===== src/rtl/piso_serializer.sv =====
// Parallel-in / serial-out shifter: one WIDTH-bit word becomes WIDTH serial bits.
// Each serial bit is held for DIV clocks, and words can be sent back to back with no gap.
module piso_serializer #(
  parameter int WIDTH     = 8,
  parameter int DIV       = 1,
  parameter int MSB_FIRST = 1
) (
  input  logic             clk,
  input  logic             rst_n,
  input  logic             clear,
  input  logic             in_valid,
  input  logic [WIDTH-1:0] in_data,
  output logic             in_ready,
  output logic             sout,
  output logic             sout_valid,
  output logic             sout_last,
  output logic             busy
);

  localparam int BIT_W  = $clog2(WIDTH + 1);
  localparam int TICK_W = (DIV > 1) ? $clog2(DIV) : 1;
  localparam logic [BIT_W-1:0]  BIT_MAX  = BIT_W'(WIDTH - 1);
  localparam logic [TICK_W-1:0] TICK_MAX = TICK_W'(DIV - 1);

  typedef enum logic {
    IDLE  = 1'b0,
    SHIFT = 1'b1
  } state_e;

  state_e              state_q, state_d;
  logic [WIDTH-1:0]    shreg_q, shreg_d;
  logic [TICK_W-1:0]   tick_q, tick_d;
  logic [BIT_W-1:0]    bit_cnt_q, bit_cnt_d;
  logic                sout_q, sout_d;
  logic                sout_valid_q, sout_valid_d;
  logic                sout_last_q, sout_last_d;
  logic                busy_q, busy_d;
  logic                last_cycle_s;
  logic                accept_s;

  // The bit on the wire always sits at the outgoing end of the shift register.
  function automatic logic out_bit(input logic [WIDTH-1:0] w);
    return (MSB_FIRST != 0) ? w[WIDTH-1] : w[0];
  endfunction

  function automatic logic [WIDTH-1:0] shift_word(input logic [WIDTH-1:0] w);
    return (MSB_FIRST != 0) ? {w[WIDTH-2:0], 1'b0} : {1'b0, w[WIDTH-1:1]};
  endfunction

  // Handshake: rst_n gates in_ready so it reads 0 throughout reset.
  always_comb begin
    last_cycle_s = (state_q == SHIFT) && (tick_q == TICK_MAX) && (bit_cnt_q == BIT_MAX);
    in_ready     = rst_n & ~clear & ((state_q == IDLE) | last_cycle_s);
    accept_s     = in_valid & in_ready;
  end

  // Next-state, counter and shift-register logic.
  always_comb begin
    state_d   = state_q;
    shreg_d   = shreg_q;
    tick_d    = tick_q;
    bit_cnt_d = bit_cnt_q;
    if (clear) begin
      state_d   = IDLE;
      shreg_d   = {WIDTH{1'b0}};
      tick_d    = {TICK_W{1'b0}};
      bit_cnt_d = {BIT_W{1'b0}};
    end else if (accept_s) begin
      state_d   = SHIFT;
      shreg_d   = in_data;
      tick_d    = {TICK_W{1'b0}};
      bit_cnt_d = {BIT_W{1'b0}};
    end else begin
      case (state_q)
        SHIFT: begin
          if (tick_q == TICK_MAX) begin
            tick_d = {TICK_W{1'b0}};
            if (bit_cnt_q == BIT_MAX) begin
              state_d   = IDLE;
              shreg_d   = {WIDTH{1'b0}};
              bit_cnt_d = {BIT_W{1'b0}};
            end else begin
              bit_cnt_d = bit_cnt_q + BIT_W'(1);
              shreg_d   = shift_word(shreg_q);
            end
          end else begin
            tick_d = tick_q + TICK_W'(1);
          end
        end
        IDLE: begin
          state_d = IDLE;
        end
        default: begin
          state_d   = IDLE;
          shreg_d   = {WIDTH{1'b0}};
          tick_d    = {TICK_W{1'b0}};
          bit_cnt_d = {BIT_W{1'b0}};
        end
      endcase
    end
  end

  // Serial outputs are registered from the next state, so the first bit appears one clock after acceptance.
  always_comb begin
    busy_d       = (state_d == SHIFT);
    sout_valid_d = busy_d;
    sout_d       = busy_d & out_bit(shreg_d);
    sout_last_d  = busy_d & (bit_cnt_d == BIT_MAX);
  end

  // State and output registers.
  always_ff @(posedge clk or negedge rst_n) begin
    if (!rst_n) begin
      state_q      <= IDLE;
      shreg_q      <= {WIDTH{1'b0}};
      tick_q       <= {TICK_W{1'b0}};
      bit_cnt_q    <= {BIT_W{1'b0}};
      sout_q       <= 1'b0;
      sout_valid_q <= 1'b0;
      sout_last_q  <= 1'b0;
      busy_q       <= 1'b0;
    end else begin
      state_q      <= state_d;
      shreg_q      <= shreg_d;
      tick_q       <= tick_d;
      bit_cnt_q    <= bit_cnt_d;
      sout_q       <= sout_d;
      sout_valid_q <= sout_valid_d;
      sout_last_q  <= sout_last_d;
      busy_q       <= busy_d;
    end
  end

  assign sout       = sout_q;
  assign sout_valid = sout_valid_q;
  assign sout_last  = sout_last_q;
  assign busy       = busy_q;

endmodule


===== config.mk =====
export PLATFORM = sky130hd
export DESIGN_NAME = piso_serializer
export DESIGN_NICKNAME = d
export VERILOG_FILES = /design/src/rtl/piso_serializer.sv
export SDC_FILE = /design/constraint.sdc
export NUM_CORES = 1
export LEC_CHECK = 0
export CORE_MARGIN = 2
export CORE_UTILIZATION = 40
export DETAILED_ROUTE_END_ITERATION = 12
export PLACE_DENSITY = 0.78
export SLEW_MARGIN = 20
export SYNTH_ARGS = -nofsm -noshare
export SYNTH_HDL_FRONTEND = slang
export SYNTH_SLANG_ARGS = --single-unit

===== constraint.sdc =====
create_clock -name clk -period 4.2 [get_ports clk]
set_clock_uncertainty 0.05 [all_clocks]
set_input_delay 0.42 -clock clk [delete_from_list [all_inputs] [get_ports clk]]
set_output_delay 0.42 -clock clk [all_outputs]
set_load 0.005 [all_outputs]

==> metrics list <==
- Antenna-violating nets left: 0
* Worst R2R Setup Slack: 2.56 ns
- Together, buffers and inverters on the worst path number 2.
- Cells with a size suffix above 1 make up 12.0% of the layout.
- Average routed wire per standard cell: 12.8 um
- Filler Cells Inserted: 168
* Cell type with the highest aggregate area in the netlist: sky130_fd_sc_hd__dfrtp_1
- For this design the static power due to leakage is 0.415 nW.
- IO Count: 17
* Top-area cell type share of the netlist area: 45.3%
- Of the synthesized area, sequential elements account for 45.3%.
- STA classifies the critical path startpoint as a flop.
- Derived from the worst setup path, the maximum achievable clock frequency is 0.383 GHz.
- Post-cts hold buffer count: 0
- The hold violation total from the final report came to 0.
- No sink is reached through more buffers than the 2 on the longest clock path.
* Crit-path max cell delay: 0.74 ns
* CTS root buffer: sky130_fd_sc_hd__clkbuf_4
- Number of global-route vias before repair: 585
- The routed design has 1500 um of wire.
- Total power per unit cell area: 288 nW/um^2
- In this run the tightest slew margin relative to its limit is 59.3%.
- For this run, the number of Yosys warnings is 0.
- In this run the critical register-to-register path is captured at shreg_q[2].
- In this run, post-CTS repair resized a total of 0 instances.
* ANT cells: 0
- Entering global routing, the biggest net connects 20 pins.
- Num CTS Buffers: 3
* Cell variety after synth: 29
- Syn Inst Count: 75
- Placer Congestion: 0.754
- After detailed routing, the number of remaining DRC violations is 0.
* Worst hold-check path type: in -> async
* Total power consumption of the routed design: 0.282 mW
- Initial antenna violation count: 0
- Chip Height: 48.0 um
- Data arrives at the worst endpoint at 2.14 ns.
- The signal on the critical path passes through inv_1 > nor2_2 > nor3b_1 > clkdlybuf4s50_1.
* Final Cycle Share: 62.1%
- Summed over all layers, the global routing overflow is 0.
- The net count of the finished layout is 106.
* Global-route wire length before repair: 2690 um
* Most frequent standard cell in the layout excluding fill and tap cells: sky130_fd_sc_hd__clkdlybuf4s50_1
- Count of final setup violators: 0
* Reg-to-Reg Start: busy
- Overall die area: 2300 sq um
- Crit-path leading delay family: flip-flops
- The critical path ends at in_ready.
- Most frequent cells in the layout: 16 x sky130_fd_sc_hd__clkdlybuf4s50_1, 14 x sky130_fd_sc_hd__dfrtp_1, 10 x sky130_fd_sc_hd__nand2_1, 7 x sky130_fd_sc_hd__inv_1, 6 x sky130_fd_sc_hd__nand4b_1
- Mapped Nets: 88
- Pre-CTS worst setup slack: 1.81 ns
- Launch point of the worst path: busy
- Leading cell types by total area after synthesis: sky130_fd_sc_hd__dfrtp_1 45%, sky130_fd_sc_hd__nand4b_1 6.8%, sky130_fd_sc_hd__o311ai_1 5.7%
* #FFs+latches synth: 14
- Max Cap Viol: 0
- Among all stages on the critical path, the largest delay is contributed by sky130_fd_sc_hd__dfrtp_1.
- Starting utilization of the core area: 43.8%
- Aggregate negative setup slack: 0 ns
- Port buffering added 16 buffers.
- Actual transition at the worst max-transition pin: 0.610 ns
* Average via count per standard cell: 5.50
- Clock latency on the worst-skew pair: 0.27 ns
- Worst IR Drop VDD: 0.154 mV
- The worst register-to-register path has a depth of 3.
- Clock tree from TritonCTS: done
* Final min period: 2.61 ns
- RSZ-0062 raised after global routing: false
- CTS built an H-tree with a depth of 1.
- Placeable core area: 1760 sq um
- Before antenna repair, the detailed router went through 4 iterations.
- Via count of the routed design: 643
* Die span in x: 48.0 um
- Post-detail-place hpwl: 1070 um
- Combined area of all synthesized cells: 773 sq um
- Register clock-pin slew on the reported worst setup and hold paths: 0.09 ns
* Final slew viol count: 0
- The clock drives 14 sinks.
- Result of the run: complete, no violations
- Initial detailed-routing violation count: 18
- Global routing used 16.6% of the available tracks.
- Synth Area per Inst: 10.3 sq um
- Critical Setup Path Class: reg -> out
* Critical path fanouts, max: 17
- The area growth from synthesis to layout is 26.7%.
* Buffers inserted during post-CTS setup optimization: 0
- Critical Path End Type: output pin
* Critical Path RT: 3.73 ns
- After layout, the worst setup slack is 1.59 ns.
* Row Count: 15
* Instance count on the critical path: 4
==> metal layers <==
layer	GRT usage [%]	vias to the layer above	routed length (um)
li1	-	316	-
met1	21.9	313	689
met2	25.9	10	754
met3	3.02	4	24
met4	8.65	0	27
met5	0	-	0
==> worst min path at each step <==
stage,startpoint,end,slack (ns),cells after the start
2_1_floorplan,rst_n,bit_cnt_q[0],0.07,0
3_3_place_gp,shreg_q[2],shreg_q[2],0.42,2
3_5_place_dp,shreg_q[3],shreg_q[3],0.43,2
4_1_cts,rst_n,bit_cnt_q[1],0.42,2
5_1_grt,rst_n,sout_last,0.43,2
6_report,rst_n,busy,0.42,2
==> cell usage after synthesis <==
master and number:
sky130_fd_sc_hd__a211oi_1 2, sky130_fd_sc_hd__a211oi_4 1, sky130_fd_sc_hd__a21oi_1 4, sky130_fd_sc_hd__a221oi_1 1
sky130_fd_sc_hd__and2_1 1, sky130_fd_sc_hd__and3_1 1, sky130_fd_sc_hd__and3b_2 1, sky130_fd_sc_hd__buf_2 2
sky130_fd_sc_hd__buf_4 1, sky130_fd_sc_hd__buf_6 1, sky130_fd_sc_hd__dfrtp_1 14, sky130_fd_sc_hd__ha_1 1
sky130_fd_sc_hd__inv_1 7, sky130_fd_sc_hd__mux2i_1 2, sky130_fd_sc_hd__nand2_1 10, sky130_fd_sc_hd__nand3_1 2
sky130_fd_sc_hd__nand3b_1 1, sky130_fd_sc_hd__nand3b_2 1, sky130_fd_sc_hd__nand4_1 1, sky130_fd_sc_hd__nand4b_1 6
sky130_fd_sc_hd__nor2_1 1, sky130_fd_sc_hd__nor2_2 1, sky130_fd_sc_hd__nor3b_1 1, sky130_fd_sc_hd__nor4b_1 1
sky130_fd_sc_hd__o211ai_1 3, sky130_fd_sc_hd__o311ai_1 5, sky130_fd_sc_hd__o311ai_2 1, sky130_fd_sc_hd__or2_2 1
sky130_fd_sc_hd__xor2_1 1
==> worst reg2reg max path, stage by stage (launching register included) <==
cell and delay, ns:
sky130_fd_sc_hd__dfrtp_1 0.74, sky130_fd_sc_hd__inv_1 0.21, sky130_fd_sc_hd__nor2_2 0.35, sky130_fd_sc_hd__o311ai_1 0.15
==> layout make-up <==
| cell class | count | area, sq um | area share (%) |
|---|---|---|---|
| Tap cell | 25 | 31.3 | 3.19 |
| Timing Repair Buffer | 17 | 168 | 17.1 |
| Sequential cell | 14 | 350 | 35.8 |
| Clock buffer | 4 | 36.3 | 3.70 |
| Inverter | 7 | 26.3 | 2.68 |
| Multi-Input combinational cell | 50 | 368 | 37.5 |
==> cell families after synthesis <==
kind of cell	count (synthesis)	share of synthesized area (%)
compound gates	17	18.9
xor+xnor	1	1.13
fa+ha+maj	1	1.62
buf+inv	11	7.12
flops	14	45.3
mux	2	2.59
simple gates	29	23.3
==> flip-flops by register name, summed over array words and instances, names as in the netlist <==
register and count:
sout_last 1, busy 1, sout 1, bit_cnt_q 4, shreg_q 7
==> metrics by stage <==
| stage | util (%) | cell area (sq um) | hold slack, ns | cells |
|---|---|---|---|---|
| 6_report | 55.5 | 980 | 0.420 | 117 |
| 2_1_floorplan | - | 773 | 0.0744 | 75 |
| 3_3_place_gp | 53.5 | 943 | 0.420 | 113 |
| 5_1_grt | 55.5 | 980 | 0.427 | 117 |
| 3_5_place_dp | 53.5 | 943 | 0.429 | 113 |
| 4_1_cts | 55.5 | 980 | 0.424 | 117 |
==> where the power goes <==
group | leakage [nW] | switching [mW] | internal [mW]
Combinational | 0.202 | 0.0181 | 0.0212
Clock | 0.0210 | 0.0437 | 0.0526
Sequential | 0.192 | 0.00640 | 0.140
Power figures use the tool's default switching activity.
